[config.mk]
export PLATFORM = sky130hd
export DESIGN_NAME = lane_speed_meter
export DESIGN_NICKNAME = d
export VERILOG_FILES = /design/src/rtl/lane_speed_meter_pkg.sv /design/src/rtl/lane_speed_meter_seq_divider.sv /design/src/rtl/lane_speed_meter.sv
export SDC_FILE = /design/constraint.sdc
export NUM_CORES = 1
export LEC_CHECK = 0
export CAP_MARGIN = 20
export CORE_UTILIZATION = 48
export DETAILED_ROUTE_END_ITERATION = 7
export PLACE_DENSITY = 0.67
export REMOVE_ABC_BUFFERS = 1
export SLEW_MARGIN = 20
export SYNTH_ARGS = -nofsm -noshare
export SYNTH_HDL_FRONTEND = slang
export SYNTH_SLANG_ARGS = --single-unit
export TNS_END_PERCENT = 10
[constraint.sdc]
create_clock -name clk -period 4.26 [get_ports clk]
set_input_delay 0.852 -clock clk [delete_from_list [all_inputs] [get_ports clk]]
set_output_delay 0.852 -clock clk [all_outputs]
set_load 0.03 [all_outputs]
[src/rtl/lane_speed_meter_pkg.sv]
// Shared types and constants for the lane speed meter: FSM encoding, divider width,
// cm-per-ms to 0.1 km/h scale factor and the ms tick divisor helper.
package lane_speed_meter_pkg;

  typedef enum logic [0:0] {StIdle, StTiming} meter_state_e;

  // 1 cm/ms = 36 km/h = 360 units of 0.1 km/h
  localparam int unsigned CM_TO_KMH10 = 360;
  localparam int unsigned DIV_W       = 32;

  function automatic int unsigned ms_tick_div(input int unsigned sys_freq);
    return (sys_freq < 1000) ? 1 : sys_freq / 1000;
  endfunction

endpackage

[src/rtl/lane_speed_meter_seq_divider.sv]
// Restoring divider, one quotient bit per clock. Operands load on start when idle; done
// pulses for one clock after the last bit, with div_zero flagging a zero divisor.
module lane_speed_meter_seq_divider
  import lane_speed_meter_pkg::*;
(
  input  logic             clk,
  input  logic             rst_n,
  input  logic             start,
  input  logic [DIV_W-1:0] dividend,
  input  logic [DIV_W-1:0] divisor,
  output logic             busy,
  output logic             done,
  output logic             div_zero,
  output logic [DIV_W-1:0] quotient
);

  localparam int unsigned CntW = $clog2(DIV_W + 1);

  logic [DIV_W-1:0] rem_q;
  logic [DIV_W-1:0] quo_q;
  logic [DIV_W-1:0] dsr_q;
  logic [CntW-1:0]  cnt_q;
  logic             busy_q;
  logic             done_q;
  logic             zero_q;
  logic [DIV_W:0]   rem_shift;
  logic [DIV_W-1:0] rem_diff;
  logic             fits;

  // Remainder stays below the divisor, so the difference always fits in DIV_W bits
  always_comb begin
    rem_shift = {rem_q, quo_q[DIV_W-1]};
    fits      = rem_shift >= {1'b0, dsr_q};
    rem_diff  = rem_shift[DIV_W-1:0] - dsr_q;
  end

  always_ff @(posedge clk or negedge rst_n) begin
    if (!rst_n) begin
      rem_q  <= '0;
      quo_q  <= '0;
      dsr_q  <= '0;
      cnt_q  <= '0;
      busy_q <= 1'b0;
      done_q <= 1'b0;
      zero_q <= 1'b0;
    end else begin
      done_q <= 1'b0;
      if (start && !busy_q) begin
        rem_q  <= '0;
        quo_q  <= dividend;
        dsr_q  <= divisor;
        zero_q <= (divisor == '0);
        cnt_q  <= CntW'(DIV_W);
        busy_q <= 1'b1;
      end else if (busy_q) begin
        rem_q <= fits ? rem_diff : rem_shift[DIV_W-1:0];
        quo_q <= {quo_q[DIV_W-2:0], fits};
        cnt_q <= cnt_q - CntW'(1);
        if (cnt_q == CntW'(1)) begin
          busy_q <= 1'b0;
          done_q <= 1'b1;
        end
      end
    end
  end

  assign busy     = busy_q;
  assign done     = done_q;
  assign div_zero = zero_q;
  assign quotient = quo_q;

endmodule

[src/rtl/lane_speed_meter.sv]
// N-sensor lane speed meter: times sensor-to-sensor intervals in ms and reports per-segment
// speed in 0.1 km/h over valid/ready. Optional overspeed flag under OVERSPEED_FLAG_EN.
module lane_speed_meter
  import lane_speed_meter_pkg::*;
#(
  parameter int unsigned SYS_FREQ    = 50000000,
  parameter int unsigned N_SENSORS   = 3,
  parameter int unsigned WIDTH_MS    = 12,
  parameter int unsigned WIDTH_SPEED = 14,
  parameter logic [16*(N_SENSORS-1)-1:0] SEG_DIST_CM = {16'd600, 16'd400},
  parameter int unsigned TIMEOUT_MS  = 2000,
`ifdef OVERSPEED_FLAG_EN
  parameter int unsigned SPEED_LIMIT = 600,
`endif
  localparam int unsigned SEG_W = (N_SENSORS > 2) ? $clog2(N_SENSORS - 1) : 1
) (
  input  logic                   clk,
  input  logic                   reset_n,
  input  logic [N_SENSORS-1:0]   sensor,
  input  logic                   speed_ready,
`ifdef OVERSPEED_FLAG_EN
  output logic                   overspeed,
`endif
  output logic                   speed_valid,
  output logic [WIDTH_SPEED-1:0] speed,
  output logic [SEG_W-1:0]       seg_idx,
  output logic                   busy,
  output logic                   timeout,
  output logic                   overrun
);

  localparam int unsigned TickDiv = ms_tick_div(SYS_FREQ);
  localparam int unsigned TickW   = $clog2(TickDiv + 1);

  logic [1:0]             rst_sync_q;
  logic                   rst_n;
  logic [N_SENSORS-1:0]   sync1_q, sync2_q, sync3_q, rise_q;
  logic [N_SENSORS-2:0]   rise_hi;
  meter_state_e           state_q;
  logic [SEG_W-1:0]       k_q;
  logic [TickW-1:0]       tick_q;
  logic [WIDTH_MS-1:0]    ms_q, ms_next;
  logic                   tick_wrap, rise_next, last_seg;
  logic                   cap_timing, cap_idle, cap, cap_ok;
  logic [SEG_W-1:0]       cap_seg, seg_pend_q;
  logic [WIDTH_MS-1:0]    cap_ms;
  logic [15:0]            seg_dist;
  logic [DIV_W-1:0]       dividend, divisor, quotient;
  logic                   div_busy, div_done, div_zero;
  logic [WIDTH_SPEED-1:0] sat_speed;
  logic                   timeout_q, overrun_q, valid_q;
  logic [WIDTH_SPEED-1:0] speed_q;
  logic [SEG_W-1:0]       seg_q;

  // Async assert, synchronous release of the internal reset
  always_ff @(posedge clk or negedge reset_n) begin
    if (!reset_n) rst_sync_q <= 2'b00;
    else          rst_sync_q <= {rst_sync_q[0], 1'b1};
  end
  assign rst_n = rst_sync_q[1];

  always_ff @(posedge clk or negedge rst_n) begin
    if (!rst_n) begin
      sync1_q <= '0;
      sync2_q <= '0;
      sync3_q <= '0;
      rise_q  <= '0;
    end else begin
      sync1_q <= sensor;
      sync2_q <= sync1_q;
      sync3_q <= sync2_q;
      rise_q  <= sync2_q & ~sync3_q;
    end
  end

  always_comb begin
    rise_hi    = rise_q[N_SENSORS-1:1];
    rise_next  = rise_hi[k_q];
    last_seg   = (k_q == SEG_W'(N_SENSORS - 2));
    tick_wrap  = (tick_q == TickW'(TickDiv - 1));
    ms_next    = ms_q;
    if (tick_wrap && ms_q != '1) ms_next = ms_q + WIDTH_MS'(1);
    cap_timing = (state_q == StTiming) && rise_next;
    // Sensors 0 and 1 rising together from idle close segment 0 with a zero interval
    cap_idle   = (state_q == StIdle) && rise_q[0] && rise_q[1];
    cap        = cap_timing || cap_idle;
    cap_ok     = cap && !div_busy && !valid_q;
    cap_seg    = cap_idle ? '0 : k_q;
    cap_ms     = cap_idle ? '0 : ms_next;
    seg_dist   = SEG_DIST_CM[cap_seg*16 +: 16];
    dividend   = DIV_W'(seg_dist) * DIV_W'(CM_TO_KMH10);
    divisor    = DIV_W'(cap_ms);
    sat_speed  = (div_zero || (|quotient[DIV_W-1:WIDTH_SPEED])) ? '1
                                                                 : quotient[WIDTH_SPEED-1:0];
  end

  always_ff @(posedge clk or negedge rst_n) begin
    if (!rst_n) begin
      state_q   <= StIdle;
      k_q       <= '0;
      tick_q    <= '0;
      ms_q      <= '0;
      timeout_q <= 1'b0;
      overrun_q <= 1'b0;
    end else begin
      timeout_q <= 1'b0;
      overrun_q <= cap && !cap_ok;
      case (state_q)
        StIdle: begin
          k_q    <= '0;
          tick_q <= '0;
          ms_q   <= '0;
          if (rise_q[0]) begin
            state_q <= StTiming;
            if (cap_idle && !last_seg) k_q <= SEG_W'(1);
          end
        end
        StTiming: begin
          if (cap_timing) begin
            tick_q <= '0;
            ms_q   <= '0;
            if (rise_q[0])      k_q <= '0;
            else if (!last_seg) k_q <= k_q + SEG_W'(1);
            else                state_q <= StIdle;
          end else if (rise_q[0]) begin
            k_q    <= '0;
            tick_q <= '0;
            ms_q   <= '0;
          end else if (ms_next == WIDTH_MS'(TIMEOUT_MS)) begin
            timeout_q <= 1'b1;
            state_q   <= StIdle;
          end else begin
            tick_q <= tick_wrap ? '0 : tick_q + TickW'(1);
            ms_q   <= ms_next;
          end
        end
        default: state_q <= StIdle;
      endcase
    end
  end

  lane_speed_meter_seq_divider u_div (
    .clk      (clk),
    .rst_n    (rst_n),
    .start    (cap_ok),
    .dividend (dividend),
    .divisor  (divisor),
    .busy     (div_busy),
    .done     (div_done),
    .div_zero (div_zero),
    .quotient (quotient)
  );

`ifdef OVERSPEED_FLAG_EN
  logic overspeed_q;
`endif

  always_ff @(posedge clk or negedge rst_n) begin
    if (!rst_n) begin
      valid_q    <= 1'b0;
      speed_q    <= '0;
      seg_q      <= '0;
      seg_pend_q <= '0;
`ifdef OVERSPEED_FLAG_EN
      overspeed_q <= 1'b0;
`endif
    end else begin
      if (cap_ok) seg_pend_q <= cap_seg;
      if (div_done) begin
        valid_q <= 1'b1;
        speed_q <= sat_speed;
        seg_q   <= seg_pend_q;
`ifdef OVERSPEED_FLAG_EN
        overspeed_q <= (sat_speed > WIDTH_SPEED'(SPEED_LIMIT));
`endif
      end else if (valid_q && speed_ready) begin
        valid_q <= 1'b0;
      end
    end
  end

`ifdef OVERSPEED_FLAG_EN
  assign overspeed = overspeed_q;
`endif
  assign speed_valid = valid_q;
  assign speed       = speed_q;
  assign seg_idx     = seg_q;
  assign busy        = (state_q != StIdle);
  assign timeout     = timeout_q;
  assign overrun     = overrun_q;

endmodule

Word level (Yosys, flattened, before mapping)
Cells that the tools add are included.
- flip-flop bits (word level): 148
- latch bits: 0
- RAM bits: 0
- ROM bits: 0
- input port bits: 6
- output and inout bits: 19
- word-level logic and storage cells: 108
- memories kept: 0
- add/subtract/negate cells: 5
- multipliers: 1
- divide/modulo/power cells: 0
- magnitude comparators: 2
- equal/unequal tests: 6
- shifts and indexed selects: 1
- multiplexer cells: 48
- bitwise logic cells: 3
- reductions and logical operators: 20
- operators by type and width (cell ; number):
    2-to-1 mux 32 bit ; 5
    2-to-1 mux 16 bit ; 4
    2-to-1 mux 12 bit ; 5
    >= comparator 33 x 12 -> 1 bit ; 1
    logical NOT 32 bit ; 1
    one-hot mux 16 bit (2 select lines) ; 1
    variable part select 32 x 6 -> 16 bit, first input constant ; 1
    subtractor 32 x 12 -> 32 bit ; 1
    2-to-1 mux 1 bit ; 27
    one-hot mux 12 bit (2 select lines) ; 1
    multiplier 16 x 6 -> 22 bit, second input constant ; 1
    OR reduction 18 bit ; 1
    adder 16 x 1 -> 16 bit, second input constant ; 1
    equality test 16 bit, second input constant ; 1
    2-to-1 mux 14 bit ; 1
    adder 12 x 1 -> 12 bit, second input constant ; 1
    equality test 12 x 11 -> 1 bit, second input constant ; 1
    2-to-1 mux 6 bit ; 2
    inequality test 12 bit, second input constant ; 1
    logical AND 1 bit ; 10
    equality test 6 x 1 -> 1 bit, second input constant ; 1
    subtractor 6 x 1 -> 6 bit, second input constant ; 1
    logical NOT 1 bit ; 4
    inequality test 4 bit, second input constant ; 1
    9 further kinds ; 12

Depth between registers and ports, before layout
Gate-level depths: netlist of the first run.
- depth after elaboration: 8
- depth in mapped cells: 11
- depth with buffers taken out: 10

Hierarchy
From an unflattened synthesis of the first run, not the netlist that was laid out.
- cell total of the unflattened synthesis: 1028
- area total of the unflattened synthesis: 9514.1 µm²
- modules (own cells, without submodules) (module ; instances ; cells an instance ; area each (µm²) ; seq. area each (µm²)):
    lane_speed_meter_seq_divider ; 1 ; 712 ; 6419.9 ; 2627.5
    lane_speed_meter ; 1 ; 316 ; 3094.2 ; 1576.5

Worst setup path after synthesis of the first run
No wires, ideal clock.
- kind: reg-to-reg
- from: reg tick_q[0]
- to: reg tick_q[0]
- setup time: 127 ps
- arrival time: 2698 ps
- data required time: 4133 ps
- path slack: 1434 ps
- cell stages (with the launch flop): 10
- path buffers: 1
- period minus slack after synthesis: 2826 ps
- cell sequence: dfrtp_1 > ha_1 > and4b_1 > nand4_1 > or4_1 > a211o_1 > nor4_4 > and3_1 > buf_4 > mux2_1
- longest elaborated chain between the ends: 6
- elaborated cells on any way between the ends: 11
- classes of those cells: add/sub: 1; eq/ne: 3; mux: 6; reduce/logical: 1
- RTL lines (element ; RTL line ; source):
    start: declaration ; lane_speed_meter.sv:41 ; logic [TickW-1:0] tick_q;
    start signal: assignment ; lane_speed_meter.sv:133 ; tick_q <= tick_wrap ? '0 : tick_q + TickW'(1);
    adder 16 x 1 -> 16 bit / equality test 16 bit (equally long branches) ; lane_speed_meter.sv:133, lane_speed_meter.sv:80 ;
    2-to-1 mux 16 bit ; lane_speed_meter.sv:133 ;
    2-to-1 mux 16 bit ; lane_speed_meter.sv:129 ; end else if (ms_next == WIDTH_MS'(TIMEOUT_MS)) begin
    2-to-1 mux 16 bit ; lane_speed_meter.sv:125 ; end else if (rise_q[0]) begin
    2-to-1 mux 16 bit ; lane_speed_meter.sv:119 ; if (cap_timing) begin
    one-hot mux 16 bit (2 select lines) ; lane_speed_meter.sv:108 ; case (state_q)
Several ways; a longest one is shown, not always the timed one. The select of a mux whose other input is x is not followed.
A chain may end at the register's enable or synchronous reset.

Worst setup path after layout of the first run
- from: reg ms_q[0]
- to: reg tick_q[0]
- longest elaborated chain between the ends: 5
- elaborated cells on any way between the ends: 6
- classes of those cells: add/sub: 1; eq/ne: 3; mux: 1; reduce/logical: 1
- RTL lines (element ; RTL line ; source):
    start: declaration ; lane_speed_meter.sv:42 ; logic [WIDTH_MS-1:0] ms_q, ms_next;
    start signal: assignment ; lane_speed_meter.sv:134 ; ms_q <= ms_next;
    branches (longest 2 deep; another with adder 12 x 1 -> 12 bit) ; n/a ;
    2-to-1 mux 12 bit * ; lane_speed_meter.sv:82 ; if (tick_wrap && ms_q != '1) ms_next = ms_q + WIDTH_MS'(1);
    equality test 12 x 11 -> 1 bit * ; lane_speed_meter.sv:129 ;
    inequality test 4 bit (no source line) * ; n/a ;
Every way passes the cells marked *.

==> results.sh, run 1 <==
export IMPL_final_hold_viol_count=0
export IMPL_ff2ff_setup_slack_ns=1.07
export IMPL_mappedNetlistArea_um2=7670
export IMPL_cts_tree="done"
export IMPL_worstPathArrival_ns=3.50
export IMPL_totalWireLength_um=16900
export IMPL_fin_nets=842
export IMPL_cts_repair_resized=0
export IMPL_cp_top_family="simple AND/OR/NAND/NOR gates"
export IMPL_required_ns=4.57
export IMPL_synth_edff_count=0
export IMPL_maxSlewHeadroom_pct=44.2
export IMPL_dr_pass1_iters=5
export IMPL_synthDistinctLibCells=66
export IMPL_period_needed_ns=3.19
export IMPL_start_kind="register"
export IMPL_ir_worst_vdd_mv=0.322
export IMPL_ctsHoldBuffers=0
export IMPL_first_global_vias=5927
export IMPL_syn_to_final_growth_pct=13.0
export IMPL_final_cells=1043
export IMPL_num_vias=6079
export IMPL_ys_seq_area_share_pct=48.3
export IMPL_antenna_found_initial=0
export IMPL_port_buffers=24
export IMPL_hpwlAfterDp_um=11100
export IMPL_slowest_stage="nor3_1"
export IMPL_postCtsSetupBuffers=0
export IMPL_synth_top_area_cell="dfrtp_1"
export IMPL_syn_area_per_cell_um2=9.46
export IMPL_routed_via_density=5.83
export IMPL_regArea_um2=3710
export IMPL_async_flop_share_pct=100
export IMPL_path_cells="ha_1, nand3_1, nor3_1, o21ai_0, a211o_1, nor4_4, and3_1, mux2_1"
export IMPL_holdWs_ns=0.355
export IMPL_leakagePower_uw=0.00360
export IMPL_io_pins=25
export IMPL_end_kind="register"
export IMPL_max_clock_path_buffers=2
export IMPL_synth_warnings=0
export IMPL_grt_overflow=0
export IMPL_drtAntennaViolNets=0
export IMPL_path_max_fanout=9
export IMPL_place_inst=1011
export IMPL_n_antenna_cell=0
export IMPL_die_area_um2=16500
export IMPL_final_setup_viol_count=0
export IMPL_multi_input_area_um2=3700
export IMPL_worst_clock_skew_ns=0.0104
export IMPL_fmax_mhz=313
export IMPL_core_um2=15400
export IMPL_status="complete, no violations"
export IMPL_die_w_um=128
export IMPL_initial_core_util_pct=49.9
export IMPL_fillers=1325
export IMPL_die_h_um=128
export IMPL_clk_pin_slew_ns=0.07
export IMPL_dr_first_iter_drc_count=444
export IMPL_path_class="reg -> reg"
export IMPL_grt_pass1_wl_um=29000
export IMPL_worst_pin_slew_ns=0.838
export IMPL_fin_crit_sh_pct=74.9
export IMPL_crit_path_max_incr_delay_ns=0.56
export IMPL_detail_route_wl_per_cell_um=16.2
export IMPL_rows=45
export IMPL_ys_top_cells_by_area="dfrtp_1 48%, nand2_1 5.6%, o21ai_0 4.7%, xnor2_1 2.6%, ha_1 2.6%"
export IMPL_drive_gt1_share_pct=7.81
export IMPL_grt_use_total_pct=22.4
export IMPL_ys_seq_elements=148
export IMPL_syn_inst=811
export IMPL_worstSkewPairLatency_ns=0.43
export IMPL_grt_max_degree=68
export IMPL_min_path_type="reg -> reg"
export IMPL_maxSlewViolCount=0
export IMPL_worst_path_buf_inv=0
export IMPL_cap_violations=0
export IMPL_power_density_nw_per_um2=350
export IMPL_rsz0062_at_grt="false"
export IMPL_cts_sinks=148
export IMPL_root_buffer="clkbuf_16"
export IMPL_cts_buffers=17
export IMPL_synth_top_area_share_pct=48.3
export IMPL_ys_flop_type="dfrtp_1"
export IMPL_htreeDepth=4
export IMPL_post_route_drc_count=0
export IMPL_gp_congestion=0.868
[Yosys cell counts (5+ instances only)]
master / number
and3_1: 18
a211oi_1: 5
o21ai_0: 72
xor2_1: 11
or3_1: 8
o31ai_1: 7
mux2i_1: 11
o22a_1: 18
inv_1: 22
a21oi_1: 14
nor4_1: 16
a41oi_1: 13
or2_2: 10
and2_1: 5
dfrtp_1: 148
nor3b_1: 5
nor3_1: 18
clkbuf_1: 39
o211ai_1: 12
a21o_1: 6
ha_1: 16
o41ai_1: 9
or4_1: 10
nor2b_1: 8
nand3_1: 34
nor2_1: 44
o22ai_1: 14
xnor2_1: 23
nand4_1: 13
a31oi_1: 5
nand2_1: 115
[worst register-to-register path: stages (launching register included)]
cell,delay [ns]
dfrtp_1,0.51
ha_1,0.29
nand3_1,0.13
nor3_1,0.56
o21ai_0,0.16
a211o_1,0.33
nor4_4,0.29
and3_1,0.44
mux2_1,0.36
[cell families (layout without fill, tap and decap cells)]
kind of cell / after synthesis / after routing / share of synthesized area (%)
and+or+nand+nor: 328 / 328 / 22.0
AOI/OAI and AO/OA: 200 / 200 / 17.5
DFF: 148 / 148 / 48.3
buffers and inverters: 70 / 91 / 3.62
xor gates and xnor gates: 34 / 34 / 3.88
adders and majority gates: 17 / 17 / 2.87
muxes: 13 / 13 / 1.73
other: 1 / 1 / 0.0489
[cells in the final DEF (no fill, tap or decap), drive strengths merged, types with 16 or more instances in the layout]
| cell | count |
|---|---|
| nand3 | 35 |
| ha | 16 |
| nand2 | 115 |
| inv | 31 |
| nor4 | 17 |
| and3 | 18 |
| clkdlybuf4s50 | 24 |
| nor2 | 44 |
| xnor2 | 23 |
| nor3 | 18 |
| o22a | 18 |
| clkbuf | 19 |
| o21ai | 72 |
| dfrtp | 148 |
[power breakdown]
part	switching, uW	leakage (uW)	internal [uW]
Clock	638	0.000280	841
Sequential	29.2	0.00166	1420
Combinational	73.3	0.00166	29.7
Total	741	0.00360	2300
[per-layer routing]
metal	global-route usage, %	routed length (um)
met5	0	0
met4	8.72	225
met3	4.82	647
met2	34.4	7780
met1	31.1	8270
[sequential cells by signal, indices dropped and copies added (netlist names)]
register	count
u_div.quotient	32
sync2_q	3
u_div.done	1
rise_q	3
k_q	1
speed	14
u_div.dsr_q	12
ms_q	12
tick_q	16
rst_sync_q	2
u_div.busy	1
u_div.div_zero	1
sync1_q	3
seg_idx	1
u_div.rem_q	32
busy	1
timeout	1
speed_valid	1
u_div.cnt_q	6
sync3_q	3
overrun	1
seg_pend_q	1
[stage by stage]
| step | total power, uW | instance area, um^2 | setup slack [ns] | TNS [ns] | utilization [%] |
|---|---|---|---|---|---|
| global route | 3140 | 8670 | 0.761 | 0 | 56.4 |
| CTS | 3060 | 8670 | 1.08 | 0 | 56.4 |
| floorplan | 1540 | 7480 | -0.169 | -24.67 | - |
| detailed placement | 1580 | 8090 | 1.08 | 0 | 52.6 |
| finish | 3040 | 8670 | 1.07 | 0 | 56.4 |
| global placement | 1580 | 8090 | 1.13 | 0 | 52.6 |
[worst paths after layout]
path / start / to / depth (start not counted)
min in group asynchronous: rst_sync_q[1]$_DFF_PN0_ / u_div.quotient[24]$_DFFE_PN0P_ / 0
max in group asynchronous: rst_sync_q[1]$_DFF_PN0_ / sync2_q[2]$_DFF_PN0_ / 1
max reg2reg: ms_q[0]$_DFFE_PN0P_ / tick_q[0]$_DFFE_PN0P_ / 8
min: rst_sync_q[0]$_DFF_PN0_ / rst_sync_q[1]$_DFF_PN0_ / 0
max: ms_q[0]$_DFFE_PN0P_ / tick_q[0]$_DFFE_PN0P_ / 8
min reg2reg: rst_sync_q[0]$_DFF_PN0_ / rst_sync_q[1]$_DFF_PN0_ / 0
[layout make-up]
class | instances | area share, %
inverter | 23 | 0.996
multi-input combinational | 593 | 42.7
clock inverter | 13 | 1.59
tap | 211 | 3.05
clock buffer | 19 | 5.11
timing repair buffer | 36 | 3.81
sequential | 148 | 42.8
(Power assumes the default switching activity.)
==> run 2, diff against run 1 <==
PLACE_DENSITY = 0.65   (was 0.67)
clock period = 3.2 ns   (was 4.26 ns; I/O delays follow)
==> run 2 against run 1 <==
  * Clock skew fell by 0.0027 ns
  * Via count rose by 3.4%
  * Non-clock buffer count rose by 4
  * Register-to-register slack got worse by 0.83 ns
  * Sequential cell count did not move
  * Routed wire length rose by 6.6%
  * Sequential power rose by 34%
  * Worst hold slack improved by 0.0041 ns
  * Count of clock-buffer cells in the layout rose by 1
  * Worst setup slack got worse by 0.83 ns
  * Critical path type unchanged
==> results.sh, run 2 (synthesis results as in run 1) <==
export IMPL_drive_gt1_share_pct=8.37
export IMPL_required_ns=3.51
export IMPL_cts_buffers=17
export IMPL_final_cells=1047
export IMPL_num_vias=6284
export IMPL_ctsHoldBuffers=0
export IMPL_dr_pass1_iters=5
export IMPL_initial_core_util_pct=49.9
export IMPL_end_kind="register"
export IMPL_min_path_type="reg -> reg"
export IMPL_root_buffer="clkbuf_16"
export IMPL_detail_route_wl_per_cell_um=17.2
export IMPL_max_clock_path_buffers=2
export IMPL_layout_common_cells="146 x dfrtp_1, 115 x nand2_1, 71 x o21ai_0"
export IMPL_path_class="reg -> reg"
export IMPL_routed_via_density=6.00
export IMPL_worst_clock_skew_ns=0.00774
export IMPL_final_hold_viol_count=0
export IMPL_grt_pass1_wl_um=30600
export IMPL_post_route_drc_count=0
export IMPL_dr_first_iter_drc_count=470
export IMPL_ir_worst_vdd_mv=0.388
export IMPL_path_cells="ha_1, and4b_1, nand4_1, or4_1, a211o_1, nor4_4, buf_4, nand3_1, a32o_1"
export IMPL_grt_max_degree=61
export IMPL_clk_pin_slew_ns=0.07
export IMPL_maxSlewHeadroom_pct=46.8
export IMPL_place_inst=1015
export IMPL_n_antenna_cell=0
export IMPL_power_density_nw_per_um2=463
export IMPL_worstPathArrival_ns=3.27
export IMPL_final_common_cell="dfrtp_1"
export IMPL_htreeDepth=4
export IMPL_io_pins=25
export IMPL_worst_path_buf_inv=1
export IMPL_drtAntennaViolNets=0
export IMPL_gp_congestion=0.862
export IMPL_top_layer="met4"
export IMPL_regArea_um2=3710
export IMPL_period_needed_ns=2.96
export IMPL_fmax_mhz=338
export IMPL_power_uw=4040
export IMPL_fin_nets=846
export IMPL_die_h_um=128
export IMPL_fin_crit_sh_pct=92.5
export IMPL_cp_top_family="simple AND/OR/NAND/NOR gates"
export IMPL_worstSkewPairLatency_ns=0.42
export IMPL_grt_overflow=0
export IMPL_die_w_um=128
export IMPL_port_buffers=24
export IMPL_maxSlewViolCount=0
export IMPL_wl_met1_um=8480
export IMPL_final_setup_viol_count=0
export IMPL_slowest_stage="or4_1"
export IMPL_route_met2_wl_um=8440
export IMPL_dr_wl_met3_um=938
export IMPL_crit_path_max_incr_delay_ns=0.56
export IMPL_cts_tree="done"
export IMPL_hpwlAfterDp_um=11700
export IMPL_rsz0062_at_grt="false"
export IMPL_cap_violations=0
export IMPL_syn_to_final_growth_pct=13.7
export IMPL_fillers=1337
export IMPL_rows=45
export IMPL_core_um2=15400
export IMPL_multi_input_area_um2=3700
export IMPL_first_global_vias=6124
export IMPL_grt_use_total_pct=23.7
export IMPL_totalWireLength_um=18000
export IMPL_start_kind="register"
export IMPL_path_max_fanout=9
export IMPL_status="complete, no violations"
export IMPL_worst_pin_slew_ns=0.797
export IMPL_cts_sinks=148
export IMPL_leakagePower_uw=0.00363
export IMPL_antenna_found_initial=0
export IMPL_die_area_um2=16500
[run 2: repair_timing]
| action | 4_1_cts | 5_1_grt |
|---|---|---|
| setup buffers | 0 | 0 |
| endpoints found under the setup margin | 0 | 22 |
| gates resized for setup | 0 | 1 |
[run 2: stage by stage]
step,setup WS (ns),hold WS [ns],cell area (um^2),setup TNS [ns],utilization (%)
global route,0.0225,0.364,8720,0,56.8
detailed placement,0.209,0.335,8140,0,53.0
CTS,0.185,0.360,8720,0,56.7
global placement,0.313,0.336,8140,0,53.0
finish,0.240,0.359,8720,0,56.8
floorplan,-1.23,0.331,7480,-182.81,-
[run 2: cell type report]
class                           count  area share [%]
Inverter                           23           0.990
Sequential cell                   148            42.5
Timing Repair Buffer               40            4.42
Clock inverter                     12            1.38
Multi-Input combinational cell    593            42.4
Tap cell                          211            3.03
Clock buffer                       20            5.24
[run 2: layer usage]
metal	track usage [%]	vias up
met5	0	-
met4	6.78	0
met3	5.86	16
met2	38.1	161
met1	32.0	3112
li1	-	2995
[run 2: power by group]
part	internal, uW	switching (uW)	total, uW
clock network	1120	826	1950
logic	46.6	101	147
registers	1900	40.2	1940
total	3070	967	4040
[run 2: worst register-to-register path: cells and delay by family, from the launching register on]
| kind | cells | cell delay, ns |
|---|---|---|
| adder cells (fa/ha/maj) | 1 | 0.22 |
| buffers and inverters | 1 | 0.22 |
| AND/OR/NAND/NOR | 5 | 1.32 |
| AO/OA/AOI/OAI | 2 | 0.67 |
| flip-flops | 1 | 0.41 |
[run 2: final timing paths]
path	endpoint	slack (ns)	startpoint	cells past startpoint
setup / recovery	tick_q[1]$_DFFE_PN0P_	0.24	tick_q[0]$_DFFE_PN0P_	9
hold / removal	rst_sync_q[1]$_DFF_PN0_	0.36	rst_sync_q[0]$_DFF_PN0_	0
setup reg to reg	tick_q[1]$_DFFE_PN0P_	0.24	tick_q[0]$_DFFE_PN0P_	9
hold reg to reg	rst_sync_q[1]$_DFF_PN0_	0.36	rst_sync_q[0]$_DFF_PN0_	0
max in group asynchronous	u_div.div_zero$_DFFE_PN0P_	2.02	rst_sync_q[1]$_DFF_PN0_	1
min in group asynchronous	rst_sync_q[1]$_DFF_PN0_	0.38	reset_n	1
==> run 3, diff against run 2 <==
--- a/config.mk
+++ b/config.mk
@@ -9,2 +9,3 @@
 export CORE_UTILIZATION = 48
+export CTS_BUF_LIST = sky130_fd_sc_hd__clkbuf_4
 export DETAILED_ROUTE_END_ITERATION = 7
--- a/constraint.sdc
+++ b/constraint.sdc
@@ -3,2 +3,2 @@
 set_output_delay 0.64 -clock clk [all_outputs]
-set_load 0.03 [all_outputs]
+set_load 0.01 [all_outputs]
==> run 3 against run 2 <==
  * First-iteration DRC count shrank 7.2%
  * Critical path depth decreased by 2
  * Worst hold slack got worse by 0.11 ns
  * Worst setup slack got worse by 0.054 ns
  * Die area unchanged
  * Sequential share of layout area rose by 1.6 points
  * Total power fell by 21%
  * Clock power down 44%
  * Sequential power about the same
  * Combinational power fell by 3%
  * Maximum frequency shrank 1.8%
==> results.sh, run 3 (synthesis results as in run 1) <==
export IMPL_power_density_nw_per_um2=378
export IMPL_dp_worst_setup_slack_ns=0.209
export IMPL_port_buffers=24
export IMPL_dr_pass1_iters=5
export IMPL_ir_worst_vdd_mv=0.294
export IMPL_maxSlewHeadroom_pct=46.0
export IMPL_totalWireLength_um=17500
export IMPL_required_ns=3.61
export IMPL_fmax_mhz=332
export IMPL_final_setup_viol_count=0
export IMPL_drive_gt1_share_pct=8.25
export IMPL_core_um2=15400
export IMPL_leakagePower_uw=0.00349
export IMPL_end_kind="register"
export IMPL_start_kind="register"
export IMPL_worst_pin_slew_ns=0.810
export IMPL_rsz0062_at_grt="false"
export IMPL_cts_buffers=17
export IMPL_rows=45
export IMPL_cp_endpoint="tick_q[15]$_DFFE_PN0P_"
export IMPL_holdWs_ns=0.248
export IMPL_hpwlAfterDp_um=11700
export IMPL_worst_clock_skew_ns=0.0200
export IMPL_final_common_cell="dfrtp_1"
export IMPL_detail_route_wl_per_cell_um=16.7
export IMPL_post_route_drc_count=0
export IMPL_io_pins=25
export IMPL_die_w_um=128
export IMPL_regToRegStartpoint="ms_q[0]$_DFFE_PN0P_"
export IMPL_gp_congestion=0.862
export IMPL_initial_core_util_pct=49.9
export IMPL_worstSkewPairLatency_ns=0.54
export IMPL_drtAntennaViolNets=0
export IMPL_layout_common_cells="146 x dfrtp_1, 115 x nand2_1, 71 x o21ai_0"
export IMPL_setup_slack_ns=0.186
export IMPL_path_class="reg -> reg"
export IMPL_cts_tree="done"
export IMPL_r2r_end="tick_q[15]$_DFFE_PN0P_"
export IMPL_grt_pass1_wl_um=29800
export IMPL_root_buffer="clkbuf_4"
export IMPL_fin_crit_sh_pct=94.2
export IMPL_num_vias=6257
export IMPL_max_clock_path_buffers=2
export IMPL_path_max_fanout=12
export IMPL_first_global_vias=6041
export IMPL_period_needed_ns=3.01
export IMPL_antenna_found_initial=1
export IMPL_die_h_um=128
export IMPL_fin_nets=846
export IMPL_dr_first_iter_drc_count=436
export IMPL_maxSlewViolCount=0
export IMPL_min_path_type="in -> async"
export IMPL_final_hold_viol_count=0
export IMPL_cap_violations=0
export IMPL_clk_pin_slew_ns=0.14
export IMPL_cp_startpoint="ms_q[0]$_DFFE_PN0P_"
export IMPL_ff2ff_setup_slack_ns=0.19
export IMPL_grt_max_degree=61
export IMPL_status="complete, no violations"
export IMPL_r2r_cells=7
export IMPL_worstPathArrival_ns=3.43
export IMPL_die_area_um2=16500
export IMPL_routed_via_density=5.97
export IMPL_grt_use_total_pct=22.9
export IMPL_grt_overflow=0
export IMPL_syn_to_final_growth_pct=9.66
export IMPL_cts_sinks=148
export IMPL_htreeDepth=4
run 3: critical path: stages (launching register included):
cell,delay (ns)
dfrtp_1,0.54
ha_1,0.28
nand3_1,0.14
o21ai_0,0.41
a211oi_1,0.12
o2bb2ai_1,0.56
and4_1,0.64
o31ai_1,0.19
run 3: what timing repair did:
| action | 4_1_cts | 5_1_grt |
|---|---|---|
| endpoints found under the hold margin | 0 | 0 |
| hold buffers | 0 | 0 |
| endpoints found under the setup margin | 0 | 22 |
| resized for setup | 0 | 1 |
| setup buffers | 0 | 0 |
run 3: layout make-up:
class	count	area, um^2
antenna	1	2.50
clock buffer	18	135
clock inverter	14	128
fill	1376	6960
inverter	23	86.3
multi-input combinational	593	3700
sequential	148	3710
tap	211	264
timing repair buffer	40	385
run 3: metal layers:
| metal | GRT usage, % | routed length [um] | up-vias |
|---|---|---|---|
| met5 | 0 | 0 | - |
| met4 | 6.57 | 134 | 0 |
| met3 | 5.53 | 837 | 15 |
| met2 | 35.9 | 8150 | 142 |
| met1 | 31.8 | 8380 | 3098 |
| li1 | - | - | 3002 |
run 3: stage by stage:
step	cell area [um^2]	std cells	setup TNS (ns)	total power (uW)	util, %
2_1_floorplan	7480	764	-182.81	2040	-
3_3_place_gp	8140	1015	0	2110	53.0
3_5_place_dp	8140	1015	0	2120	53.0
4_1_cts	8400	1047	0	3230	54.7
5_1_grt	8410	1048	0	3310	54.7
6_report	8410	1048	0	3180	54.7
run 3: worst min-delay path by stage:
stage,from,slack (ns),cells past startpoint,to
2_1_floorplan,rst_sync_q[0]$_DFF_PN0_,0.33,0,rst_sync_q[1]$_DFF_PN0_
3_3_place_gp,sync1_q[0]$_DFF_PN0_,0.34,0,sync2_q[0]$_DFF_PN0_
3_5_place_dp,sync1_q[0]$_DFF_PN0_,0.33,0,sync2_q[0]$_DFF_PN0_
4_1_cts,reset_n,0.19,1,rst_sync_q[1]$_DFF_PN0_
5_1_grt,reset_n,0.20,1,rst_sync_q[1]$_DFF_PN0_
6_report,reset_n,0.25,1,rst_sync_q[1]$_DFF_PN0_
run 3: power by group:
group          switching, uW  internal [uW]  leakage (uW)  total (uW)
registers               39.7           1900       0.00166        1940
clock network            702            401      0.000139        1100
logic                   95.2           46.6       0.00169         142
total                    837           2340       0.00349        3180
